<file path="src/rtl/sync_align_fifo.sv">
// In-order pairing FIFO: holds source pixels until the homography returns the warped colour.
// Optional build macro SYNC_ALIGN_MISMATCH_CHECK_EN enables the sticky coordinate-mismatch check.
module sync_align_fifo #(
  parameter int unsigned DEPTH = 8,
  parameter int unsigned CW    = 10,
  parameter int unsigned RW    = 5,
  parameter int unsigned GW    = 6,
  parameter int unsigned BW    = 5
) (
  input  logic                     clk_25,
  input  logic                     rst,
  input  logic                     flush,
  input  logic                     in_valid,
  input  logic [CW-1:0]            in_x,
  input  logic [CW-1:0]            in_y,
  input  logic [RW-1:0]            in_r,
  input  logic [GW-1:0]            in_g,
  input  logic [BW-1:0]            in_b,
  output logic                     in_ready,
  output logic                     start,
  output logic [CW-1:0]            query_x,
  output logic [CW-1:0]            query_y,
  input  logic                     ret_valid,
  input  logic [CW-1:0]            ret_x,
  input  logic [CW-1:0]            ret_y,
  input  logic [RW-1:0]            ret_r,
  input  logic [GW-1:0]            ret_g,
  input  logic [BW-1:0]            ret_b,
  output logic                     val,
  output logic [CW-1:0]            sync_x,
  output logic [CW-1:0]            sync_y,
  output logic [RW-1:0]            dvi_r,
  output logic [GW-1:0]            dvi_g,
  output logic [BW-1:0]            dvi_b,
  output logic [RW-1:0]            ccd_r,
  output logic [GW-1:0]            ccd_g,
  output logic [BW-1:0]            ccd_b,
  output logic [$clog2(DEPTH):0]   level,
  output logic                     mismatch,
  output logic                     underflow
);

  localparam int unsigned PW = $clog2(DEPTH);
  localparam int unsigned LW = PW + 1;
  localparam int unsigned EW = 2 * CW + RW + GW + BW;

  typedef enum logic [1:0] {EMPTY, ACTIVE, FULL} occ_t;

  occ_t          state, state_nxt;
  logic [EW-1:0] mem [DEPTH];
  logic [PW-1:0] wr_ptr, rd_ptr;
  logic [LW-1:0] level_nxt;
  logic          push, pop;
  logic [CW-1:0] head_x, head_y;
  logic [RW-1:0] head_r;
  logic [GW-1:0] head_g;
  logic [BW-1:0] head_b;

  assign in_ready = (state != FULL) && !flush;
  assign push     = in_valid && in_ready;
  assign pop      = ret_valid && (state != EMPTY) && !flush;
  assign {head_x, head_y, head_r, head_g, head_b} = mem[rd_ptr];

  always_comb begin
    level_nxt = level;
    if (flush) begin
      level_nxt = '0;
    end else begin
      case ({push, pop})
        2'b10:   level_nxt = level + LW'(1);
        2'b01:   level_nxt = level - LW'(1);
        default: level_nxt = level;
      endcase
    end
    if (level_nxt == '0)
      state_nxt = EMPTY;
    else if (level_nxt == LW'(DEPTH))
      state_nxt = FULL;
    else
      state_nxt = ACTIVE;
  end

  // Storage carries no reset; occupancy tracking makes stale contents unreachable.
  always_ff @(posedge clk_25) begin
    if (push)
      mem[wr_ptr] <= {in_x, in_y, in_r, in_g, in_b};
  end

  always_ff @(posedge clk_25) begin
    if (rst) begin
      state     <= EMPTY;
      level     <= '0;
      wr_ptr    <= '0;
      rd_ptr    <= '0;
      start     <= 1'b0;
      query_x   <= '0;
      query_y   <= '0;
      val       <= 1'b0;
      sync_x    <= '0;
      sync_y    <= '0;
      dvi_r     <= '0;
      dvi_g     <= '0;
      dvi_b     <= '0;
      ccd_r     <= '0;
      ccd_g     <= '0;
      ccd_b     <= '0;
      underflow <= 1'b0;
    end else begin
      state <= state_nxt;
      level <= level_nxt;
      start <= push;
      val   <= pop;
      if (ret_valid && state == EMPTY)
        underflow <= 1'b1;
      if (flush) begin
        wr_ptr <= '0;
        rd_ptr <= '0;
      end else begin
        if (push) begin
          wr_ptr  <= wr_ptr + PW'(1);
          query_x <= in_x;
          query_y <= in_y;
        end
        if (pop) begin
          rd_ptr <= rd_ptr + PW'(1);
          sync_x <= head_x;
          sync_y <= head_y;
          dvi_r  <= head_r;
          dvi_g  <= head_g;
          dvi_b  <= head_b;
          ccd_r  <= ret_r;
          ccd_g  <= ret_g;
          ccd_b  <= ret_b;
        end
      end
    end
  end

`ifdef SYNC_ALIGN_MISMATCH_CHECK_EN
  always_ff @(posedge clk_25) begin
    if (rst)
      mismatch <= 1'b0;
    else if (pop && (ret_x != head_x || ret_y != head_y))
      mismatch <= 1'b1;
  end
`else
  logic unused_ret;
  assign unused_ret = ^{ret_x, ret_y};
  assign mismatch   = 1'b0;
`endif

endmodule
</file>
<file path="config.mk">
export PLATFORM = sky130hd
export DESIGN_NAME = sync_align_fifo
export DESIGN_NICKNAME = d
export VERILOG_FILES = /design/src/rtl/sync_align_fifo.sv
export SDC_FILE = /design/constraint.sdc
export NUM_CORES = 1
export LEC_CHECK = 0
export CORE_ASPECT_RATIO = 1.25
export CORE_MARGIN = 2
export CORE_UTILIZATION = 45
export DETAILED_ROUTE_END_ITERATION = 6
export PLACE_DENSITY = 0.77
export SYNTH_ARGS = -nofsm -noshare
export SYNTH_HDL_FRONTEND = slang
export SYNTH_SLANG_ARGS = --single-unit
</file>
<file path="constraint.sdc">
create_clock -name clk_25 -period 6.85 [get_ports clk_25]
set_input_delay 0.685 -clock clk_25 [delete_from_list [all_inputs] [get_ports clk_25]]
set_output_delay 0.685 -clock clk_25 [all_outputs]
set_load 0.02 [all_outputs]
</file>
Word-level counts from Yosys, hierarchy flattened --
Memory sizes are Yosys's and may differ from the RTL's. A register that Yosys moved wholly into a read port is not among the register bits. Index checks and enable logic that the tools add are counted. W data, S select, Z words.
Word-level totals: memories kept 1, logic and storage cells 40, input bits 77, output and inout bits 81, flip-flop bits (word level) 51, RAM bits 288
Memory list:
- mem | words 8, bits a word 36, rd ports 1, clocked after memory_dff 1, write ports 1, RTL line 50 | logic [EW-1:0] mem [DEPTH];
Cells by class: eq/ne operators 4, $add $sub $neg 4, reductions and logical operators 13, bitwise gates (word level) 1, multiplexer cells 5
Operators with widths (count):
- $pmux W4 S2 | 1
- $add A3 B1 Y3 const B | 2
- $logic_and A1 B1 Y1 | 5
- $add A4 B1 Y4 const B | 1
- $eq A4 B4 Y1 const B | 1
- $logic_not A4 Y1 | 1
- $mux W4 | 1
- $reduce_and A2 Y1 | 2
- $reduce_or A2 Y1 | 2
- $sub A4 B1 Y4 const B | 1
- $eq A2 B1 Y1 const B | 1
- $eq A2 B2 Y1 const B | 1
- $logic_not A2 Y1 | 1
- $mux W1 | 2
- $mux W2 | 1
- $ne A2 B2 Y1 const B | 1
- $reduce_bool A2 Y1 | 1
- $logic_not A1 Y1 | 1
- $not A1 Y1 | 1

Depth between registers and ports, before layout --
depth in word-level cells 8, depth in mapped cells 11, gate-level depth less buffers 9

Least setup slack after synthesis --
No wires, ideal clock.
kind input to register, from input port in_valid, to memory mem[2][0] (netlist bit) (enable), stages on the path 4, setup slack 1.353 ns, library setup time 0.532 ns, arrival time 4.965 ns, required time 6.318 ns, path buffers 0, cell sequence inv_1 -> a211oi_4 -> inv_2 -> nor4b_1
On the way: longest elaborated chain between the ends 3
Ends and longest elaborated chain:
- start: declaration | RTL line 13 | input logic in_valid,
- $logic_and A1 B1 Y1 | RTL line 60 | assign push = in_valid && in_ready;
- $mux W1 | RTL line 85 | if (push)
- $mux W1 (not written as such) | RTL line 86 | mem[wr_ptr] <= {in_x, in_y, in_r, in_g, in_b};
- end: declaration | RTL line 50
No other way between the ends.

Worst setup path after layout --
from input port in_valid, to memory mem[4][2] (netlist bit) (enable)
The elaborated chain is that of the path after synthesis.

==> results.cfg <==
[setup_path]
rr_startpoint = state[0]$_SDFF_PP0_
cp.arrival_ns = 3.79
required_ns = 7.02
critical_path_class = in2reg
cp-start-kind = primary input
crit_start = in_valid
cp_max_fo = 27
reg2reg_depth = 6
endpoint_kind = flop

[floorplanning]
io_pins = 158
dieArea_um2 = 32600
coreArea_um2 = 30800
die_y_um = 201
initial_core_util_pct = 45.5
chipWidth_um = 162
placementRows = 72

[detailed_routing]
via_per_inst = 5.36
wire_per_inst_um = 20.8
drtPass1Iterations = 5
wl_met1_um = 11300
met2_length_um = 14800
drt-initial-drc-count = 611
top_layer = met5
route.detailed.drc = 0
vias = 7320
finalWirelength_um = 28400
ant_nets = 0
route.met3.wl_um = 1450

[pwr]
ir_drop_uv = 201
p_leak_uw = 0.00522
p_per_area_nw_per_um2 = 270

[global_routing]
track_usage_pct = 17.6
grt_overflow = 0
grt_max_degree = 91
grt_pass1_wl_um = 43500
antenna_found_initial = 3
grt_pass1_vias = 7439

[cts]
cts_tree = yes
cts-htree-levels = 2
ctsResizeCount = 0
post_cts_buffers = 0
tritoncts.num_buffers = 35
clk_latency_ns = 0.53
clk_path_buf_depth = 3
hold_buffers = 0
path_clk_slew_ns = 0.06
cts.sinks = 375
cts-root-buf = clkbuf_16

[synth]
ys_types = 37
synth_flop_cell = edfxtp_1
async_reset_ff_share_pct = 0
synth_nets = 865
yosys_warnings = 0
synth-edff-count = 288
synthesis.instances = 784
synthTopCellsByArea = edfxtp_1 (62%), dfxtp_1 (12%), mux4_2 (12%)
seq_area_frac_synth_pct = 74.0
synth_top_area_share_pct = 61.6
syn_area_um2 = 14000
synth.avg_cell_area_um2 = 17.9
ys_ff_latch = 375
yosysTopAreaCell = edfxtp_1

[timing]
hold_violations = 0
max_slew_margin_pct = 20.5
max_freq_mhz = 276
finalSetupTns_ns = 0
finalSetupViolations = 0
rsz0062_at_grt = false
drv_slew = 0
finalCriticalPeriod_ns = 3.62
finalCritPeriodShare_pct = 52.8
tightest_slew_ns = 1.19
skew_ns = 0.0213

[place]
hpwl_um = 16400
place_area_um2 = 15800
portBuffers = 136
gp_congestion = 0.734

[run_status]
outcome = finished clean

[cells_and_area]
layout_commonest_cell = edfxtp_1
final_nets = 1010
syn2layout_area_growth_pct = 20.8
final_cell_mix = edfxtp_1 (288), clkdlybuf4s50_1 (135), dfxtp_1 (84), nand2_1 (79), mux4_2 (72)
nFillCells = 2414
layout-drive-gt1-share_pct = 17.7
design_area_um2 = 17000

[flow_run]
cap_violations = 0

[hold_path]
holdCritStartpoint = query_y[8]$_SDFFE_PP0P_
holdPathStages = 2
hold_path_class = reg2reg
-- critical path, stage by stage --
cell and delay (ns):
clkdlybuf4s50_1 0.48, inv_1 0.07, a211oi_4 0.19, buf_4 0.38, inv_2 0.37, nor4b_4 1.03, buf_4 0.54
-- area by class of cell --
cell class / count / area [um2] / share of cell area [%]
flip-flops and latches: 375 / 10400 / 61.3
multi-input cells: 356 / 3360 / 19.8
repair buffers: 156 / 1510 / 8.90
clock buffers: 43 / 967 / 5.70
well taps: 407 / 509 / 3.00
clock inverters: 21 / 183 / 1.08
inverters: 5 / 23.8 / 0.140
diodes: 2 / 5.00 / 0.0295
-- layer usage --
layer	vias to the layer above	global-route usage [%]
li1	3328	-
met5	-	0
met3	58	3.03
met4	2	6.45
met2	204	30.5
met1	3728	22.1
-- path summary, 6_finish.rpt --
check | to | slack, ns
worst min-delay path | query_y[8]$_SDFFE_PP0P_ | 0.45
worst max register to register | mem[4][2]$_DFFE_PP_ | 3.43
worst max-delay path | mem[4][2]$_DFFE_PP_ | 3.23
worst min register to register | query_y[8]$_SDFFE_PP0P_ | 0.45
-- cell usage after synthesis (2+ instances only) --
master and number:
a211oi_1 36, a21oi_1 44, buf_2 22, buf_4 2, buf_6 13, clkbuf_1 10
dfxtp_1 87, edfxtp_1 288, ha_1 4, inv_1 2, inv_2 2, mux2i_1 39
mux4_2 72, nand2_1 79, nand2b_1 2, nor2_1 53, nor3b_1 2, o21ai_0 2
xnor2_1 4, xor2_1 4
-- state kept, by name, summed over array words and instances, names as in the netlist, 2 cells and up --
register and cells:
ccd_b 5, ccd_g 6, ccd_r 5, dvi_b 5, dvi_g 6, dvi_r 5, level 4, mem 288
query_x 10, query_y 10, rd_ptr 3, state 2, sync_x 10, sync_y 10, wr_ptr 3
-- stage by stage --
step	power (uW)	utilization (%)	hold slack, ns	worst slack (ns)	instances
after CTS	4620	55.0	0.454	3.15	1363
final	4570	55.0	0.452	3.23	1365
after floorplan	2610	-	0.533	1.35	784
after global routing	4710	55.0	0.471	3.00	1365
after detailed placement	2710	51.3	0.446	2.61	1299
after global placement	2700	51.3	0.441	2.67	1299
-- report_power, final --
part	internal [uW]	total, uW	switching, uW
Sequential	2470	2480	12.4
Combinational	78.8	175	95.9
Clock	1090	1920	825
Total	3640	4570	933
-- cells by family after synthesis --
logic type               count (synthesis)  synth area share (%)
AO/OA/AOI/OAI                           87                  4.02
XOR/XNOR                                 8                 0.499
adder cells (fa/ha/maj)                  4                 0.357
flip-flops                             375                  74.0
other                                    1                0.0267
buffers and inverters                   53                  2.41
AND/OR/NAND/NOR                        145                  4.32
multiplexers                           111                  14.3
Note: power is estimated with default switching activity, not from simulation.
